<file path="src/rtl/prop_chain_pipe.sv">
// prop_chain_pipe: DEPTH-stage elastic valid/ready pipeline. Every stage applies the
// same unary operator (selected by MODE) to the value coming from the stage before it.
// Every stage value is visible on taps. occupancy is a registered count of valid stages.
module prop_chain_pipe #(
    parameter int WIDTH = 8,
    parameter int DEPTH = 4,
    parameter int MODE  = 0
) (
    input  logic                       clk,
    input  logic                       rst_n,
    input  logic                       flush,
    input  logic                       in_valid,
    output logic                       in_ready,
    input  logic [WIDTH-1:0]           in_data,
    output logic                       out_valid,
    input  logic                       out_ready,
    output logic [WIDTH-1:0]           out_data,
    output logic [DEPTH*WIDTH-1:0]     taps,
    output logic [$clog2(DEPTH+1)-1:0] occupancy
);

    localparam int OCC_W = $clog2(DEPTH+1);

    // Per-stage operator. Plain 4-state operators are used, so X/Z inputs propagate untouched.
    function automatic logic [WIDTH-1:0] stage_op(input logic [WIDTH-1:0] x);
        logic [WIDTH-1:0] r;
        r = x;
        case (MODE)
            1: begin
                r    = '0;
                r[0] = (x == '0);
            end
            2:       r = ~x;
            3:       r = x + WIDTH'(1);
            default: r = x;
        endcase
        return r;
    endfunction

    logic [WIDTH-1:0] data_reg  [DEPTH];
    logic [WIDTH-1:0] data_next [DEPTH];
    logic [DEPTH-1:0] valid_reg;
    logic [DEPTH-1:0] valid_next;
    logic [DEPTH-1:0] valid_in;
    logic [DEPTH-1:0] adv;
    logic             adv_carry;
    logic [OCC_W-1:0] occ_reg;
    logic [OCC_W-1:0] occ_next;
    logic             in_beat;
    logic             out_beat;

    // The advance chain is built back to front. A stage moves when it is empty or when the stage after it moves.
    always_comb begin
        adv       = '0;
        adv_carry = out_ready;
        for (int k = DEPTH - 1; k >= 0; k--) begin
            adv[k]    = !valid_reg[k] || adv_carry;
            adv_carry = adv[k];
        end
    end

    assign in_ready  = adv[0] && !flush;
    assign in_beat   = in_valid && in_ready;
    assign out_valid = valid_reg[DEPTH-1];
    assign out_beat  = out_valid && out_ready;
    assign out_data  = data_reg[DEPTH-1];
    assign occupancy = occ_reg;

    // Per-stage source selection, operator, and tap exposure.
    for (genvar gi = 0; gi < DEPTH; gi++) begin : g_stage
        logic [WIDTH-1:0] src;
        if (gi == 0) begin : g_first
            assign src          = in_data;
            assign valid_in[gi] = in_beat;
        end else begin : g_rest
            assign src          = data_reg[gi-1];
            assign valid_in[gi] = valid_reg[gi-1];
        end
        assign data_next[gi]              = stage_op(src);
        assign taps[gi*WIDTH +: WIDTH]    = data_reg[gi];
    end

    // Next valids and occupancy. A flush clears everything, and the count tracks beats in and out.
    always_comb begin
        valid_next = (adv & valid_in) | (~adv & valid_reg);
        occ_next   = occ_reg + OCC_W'(in_beat) - OCC_W'(out_beat);
        if (flush) begin
            valid_next = '0;
            occ_next   = '0;
        end
    end

    // Stage registers. Data loads only on advance and stays unchanged through a flush.
    always_ff @(posedge clk or negedge rst_n) begin
        if (!rst_n) begin
            valid_reg <= '0;
            occ_reg   <= '0;
            for (int k = 0; k < DEPTH; k++) begin
                data_reg[k] <= '0;
            end
        end else begin
            valid_reg <= valid_next;
            occ_reg   <= occ_next;
            for (int k = 0; k < DEPTH; k++) begin
                if (adv[k] && !flush) begin
                    data_reg[k] <= data_next[k];
                end
            end
        end
    end

endmodule

</file>
<file path="config.mk">
export PLATFORM = sky130hd
export DESIGN_NAME = prop_chain_pipe
export DESIGN_NICKNAME = d
export VERILOG_FILES = /design/src/rtl/prop_chain_pipe.sv
export SDC_FILE = /design/constraint.sdc
export NUM_CORES = 1
export LEC_CHECK = 0
export CORE_ASPECT_RATIO = 1.4
export CORE_UTILIZATION = 39
export CTS_CLUSTER_SIZE = 12
export DETAILED_ROUTE_END_ITERATION = 8
export PLACE_DENSITY = 0.74
export SYNTH_ARGS = -nofsm -noshare
export SYNTH_HDL_FRONTEND = slang
export SYNTH_SLANG_ARGS = --single-unit
</file>
<file path="constraint.sdc">
create_clock -name clk -period 2.2 [get_ports clk]
set_input_delay 0.44 -clock clk [delete_from_list [all_inputs] [get_ports clk]]
set_output_delay 0.44 -clock clk [all_outputs]
set_load 0.01 [all_outputs]
</file>
## Yosys cells after proc, flatten, opt, wreduce, memory -nomap -nowiden

Index checks and enable logic that the tools add are counted.

| operators by class | value |
|---|---|
| bitwise operators | 4 |
| equality and inequality tests | 0 |
| shifts and indexed selects | 0 |
| order comparisons | 0 |
| div/mod/pow operators | 0 |
| $mul | 0 |
| add/subtract/negate cells | 2 |
| reductions and logical operators | 15 |
| muxes and demuxes | 2 |

Operators by type and width:

| cell | number |
|---|---|
| $and A4 B4 Y4 | 2 |
| $logic_and A1 B1 Y1 | 6 |
| $logic_not A1 Y1 | 5 |
| $logic_or A1 B1 Y1 | 4 |
| $mux W4 | 1 |
| $not A4 Y4 | 1 |
| $or A4 B4 Y4 | 1 |
| $add A3 B1 Y3 | 1 |
| $mux W3 | 1 |
| $sub A3 B1 Y3 | 1 |

| storage, ports and cells | value |
|---|---|
| memories kept | 0 |
| input port bits | 13 |
| RAM bits | 0 |
| output and inout port bits | 45 |
| logic and storage cells | 29 |
| register bits | 39 |
| memory bits (read-only) | 0 |
| bits in latches | 0 |

## Longest topological paths before layout

| logic depth | value |
|---|---|
| depth in word-level cells | 10 |
| mapped depth | 11 |
| mapped depth without buffers | 10 |

## Least setup slack after synthesis

No wires, ideal clock.

| timing path | value |
|---|---|
| path kind | input port to flip-flop |
| start point | input out_ready |
| end point | register occ_reg[2] (netlist: occupancy[2]) |
| slack | -0.119 ns |
| arrival time | 2.196 ns |
| data required time | 2.077 ns |
| stages on the path | 11 |
| buffers on the path | 1 |
| path through | and4b_1 > buf_2 > a21oi_4 > nand2_1 > ha_1 > inv_1 > ha_1 > inv_1 > fa_1 > xnor2_1 > nor2_1 |

| between the ends | value |
|---|---|
| cells in the longest elaborated chain, start to end | 9 |
| elaborated cells on any way between the ends | 10 |

RTL lines:

| element | RTL line | RTL |
|---|---|---|
| start: declaration | 16 | `input logic out_ready,` |
| $logic_or A1 B1 Y1 (4 in series) | 57 | `adv[k] = !valid_reg[k] \|\| adv_carry;` |
| $logic_and A1 B1 Y1 | 62 | `assign in_ready = adv[0] && !flush;` |
| net in_ready | 13 | `output logic in_ready,` |
| $logic_and A1 B1 Y1 | 63 | `assign in_beat = in_valid && in_ready;` |
| $add A3 B1 Y3 | 86 | `occ_next = occ_reg + OCC_W'(in_beat) - OCC_W'(out_beat);` |
| $sub A3 B1 Y3 | 86 |  |
| $mux W3 | 87 | `if (flush) begin` |
| net occ_next[2] | 48 | `logic [OCC_W-1:0] occ_next;` |
| end signal: assignment | 103 | `occ_reg <= occ_next;` |
| end: declaration | 47 | `logic [OCC_W-1:0] occ_reg;` |

The timed path passes the listed nets, and every way through them passes these cells.
A chain may end at the register's enable or synchronous reset.

## Worst setup path in the final report

| timing path | value |
|---|---|
| start point | register valid_reg[2] |
| end point | register occ_reg[1] (netlist: occupancy[1]) |

| between the ends | value |
|---|---|
| cells in the longest elaborated chain, start to end | 9 |

RTL lines:

| element | RTL line | RTL |
|---|---|---|
| start: declaration | 42 | `logic [DEPTH-1:0] valid_reg;` |
| start signal: assignment | 102 | `valid_reg <= valid_next;` |
| $logic_not A1 Y1 | 57 |  |
| $logic_or A1 B1 Y1 (3 in series) | 57 |  |
| $logic_and A1 B1 Y1 | 62 |  |
| $logic_and A1 B1 Y1 | 63 |  |
| $add A3 B1 Y3 | 86 |  |
| $sub A3 B1 Y3 | 86 |  |
| $mux W3 | 87 |  |
| net occ_next[1] | 48 |  |

The timed path passes the listed nets, and every way through them passes these cells.

==> impl_metrics.csv <==
group,metric,value,unit
finish,final_area,2270,um^2
synthesis,yosysSeqAreaShare,0.615,
pwr,total_power,1.98,mW
routing,final_antenna_net_count,0,
cts,post-cts-setup-buffers,0,
global_routing,first_global_vias,1039,
timing,fmax,0.484,GHz
finish,final_common_cell,"clkdlybuf4s50_1",
worst_setup_path,worstPathArrival,2.24,ns
routing,vias_per_cell,4.80,
synthesis,syn_area_per_cell,14.8,um^2
routing,met2_length,1590,um
finish,finish.utilization,0.580,
pwr,p_per_area,869,nW/um^2
timing,setup_viol,0,
cts,cts_sinks,39,
finish,nNetsFinal,182,
finish,drive_above_1_share,0.299,
global_routing,gr-usage-all-layers,0.149,
routing,wl_met1,1180,um
timing,layout_setup_ws,0.134,ns
global_routing,grt_max_degree,40,
timing,finalCritPeriodShare,0.939,
floorplan,die_h,77.5,um
cts,cts_resized,2,
synthesis,netlist_area,1590,um^2
routing,initialDrtViolationCount,13,
floorplan,coreArea,3920,um^2
global_routing,grt_overflow,0,
finish,largest_register_ffs,24,
place,gp_congestion,0.754,
routing,remaining_drc_errors,0,
timing,worst_pin_slew,0.840,ns
cts,clkLatencyLatePin,0.28,ns
timing,fin_skew,0.00431,ns
timing,final-max-slew-violation-count,0,
worst_setup_path,r2r_slack,0.13,ns
run_status,status,"finished, final reports clean",
worst_setup_path,reg2reg_depth,9,
floorplan,dieArea,4330,um^2
synthesis,syn_nets,123,
synthesis,synth_top_area_frac,0.615,
place,portBuffers,57,
floorplan,start_util,0.405,
floorplan,io_pins,58,
routing,routed_wl,2950,um
timing,relSlewSlack,0.440,
worst_setup_path,criticalPathCategory,"register to register",
run,maxCapViolations,0,
finish,n_fill_cell,315,
cts,cts.clk_slew.worst_paths,0.07,ns
cts,root_buffer,"clkbuf_8",
pwr,peakVddDrop,0.000584,V
synthesis,synth_area_leaders,"dfrtp_1, mux2_2, buf_4",
worst_setup_path,cp-end-kind,"register",
routing,vias,1007,
cts,h-tree-depth,2,
worst_setup_path,timing.rr.start,"valid_reg[2]",
timing,rsz0062_at_grt,"false",
cts,max-clock-path-buffers,2,
timing,tns,0,ns
routing,wl_per_cell,14.0,um
worst_setup_path,required,2.37,ns
worst_setup_path,critPathMaxFanout,4,
cts,ctsHoldBuffers,0,
synthesis,synth_top_area_cell,"dfrtp_1",
finish,area_growth,43.3,%
synthesis,syn-instance-count,107,
floorplan,die_w,55.9,um
timing,fin_crit,2.07,ns
cts,numCtsBuffers,5,
routing,route.met3.wl,140,um
synthesis,yosysUniqueCellTypes,18,
global_routing,grt_pass1_wl,4950,um
cts,cts_tree,"done",
routing,drt-pass1-iter-count,3,
worst_setup_path,reg2reg_to,"occupancy[1]",
global_routing,antenna_found_initial,0,
finish,insertedDiodeCount,0,
floorplan,fp-row-count,27,
place,dpl-instance-area,2180,um^2
place,dp_hpwl,2280,um
worst_setup_path,start_kind,"register",
timing,hold_viol_final,0,
routing,maxUsedRoutingLayer,"met4",
place,dpl_worst_slack,-0.390,ns
pwr,p_leak,0.980,nW
synthesis,yosys_warnings,0,
hold_path,min-delay-path-class,"primary input to async pin",
synthesis,ys_ff_latch,39,
finish,final_cell_mix,"clkdlybuf4s50_1, dfrtp_1, mux2_2",
==> final cells by class <==
class                           count  area [um^2]  share of cell area
Sequential cell                    39          976               0.429
Clock buffer                        8          100              0.0440
Timing Repair Buffer               62          601               0.264
Multi-Input combinational cell     56          536               0.236
Tap cell                           43         53.8              0.0237
Inverter                            2         7.51             0.00330
==> routing by layer <==
layer,vias up,GRT usage
met2,34,0.260
met3,5,0.0467
met1,494,0.170
met5,-,0
li1,474,-
met4,0,0.0585
==> worst max path at each step <==
stage            startpoint      endpoint  slack, ns  depth (start not counted)
2_1_floorplan     out_ready  occupancy[1]      -0.05                         10
3_3_place_gp      out_ready  occupancy[1]      -0.30                         10
3_5_place_dp      out_ready  occupancy[1]      -0.39                         10
4_1_cts        valid_reg[2]  occupancy[1]       0.12                          9
5_1_grt        valid_reg[2]  occupancy[1]       0.04                          9
6_report       valid_reg[2]  occupancy[1]       0.13                          9
==> metrics by stage <==
stage | hold slack, ns | cells
CTS | 0.275 | 210
global placement | 0.492 | 202
global route | 0.322 | 210
finish | 0.255 | 210
floorplan | 0.144 | 107
detailed placement | 0.497 | 202
==> synth_stat cells, drive strengths merged <==
| library cell | instances |
|---|---|
| buf | 10 |
| a21oi | 4 |
| inv | 2 |
| mux2 | 32 |
| nor2 | 10 |
| nand2 | 1 |
| ha | 2 |
| fa | 1 |
| xnor2 | 1 |
| dfrtp | 39 |
| xor2 | 1 |
| and4b | 1 |
| and2 | 1 |
| nor2b | 2 |
==> power by group <==
group          leakage (nW)  switching, mW  internal (mW)
Sequential            0.470         0.0846          0.829
Clock                0.0515          0.224          0.286
Combinational         0.458          0.195          0.359
Total                 0.980          0.503           1.47
==> critical path, stage by stage, from the launching register on <==
cell and delay [ns]:
dfrtp_1 0.42, and4b_1 0.26, a21oi_4 0.13, nand2_1 0.07
ha_1 0.28, inv_1 0.06, ha_1 0.13, inv_1 0.05
fa_2 0.52, nor2_1 0.04
==> cell families after synthesis <==
logic type / share of synthesized area
buffers and inverters: 0.0489
XOR/XNOR: 0.0110
flip-flops: 0.615
multiplexers: 0.227
adder cells (fa/ha/maj): 0.0284
AO/OA/AOI/OAI: 0.0221
AND/OR/NAND/NOR: 0.0473
No activity file was read; power rests on OpenSTA's default activity.
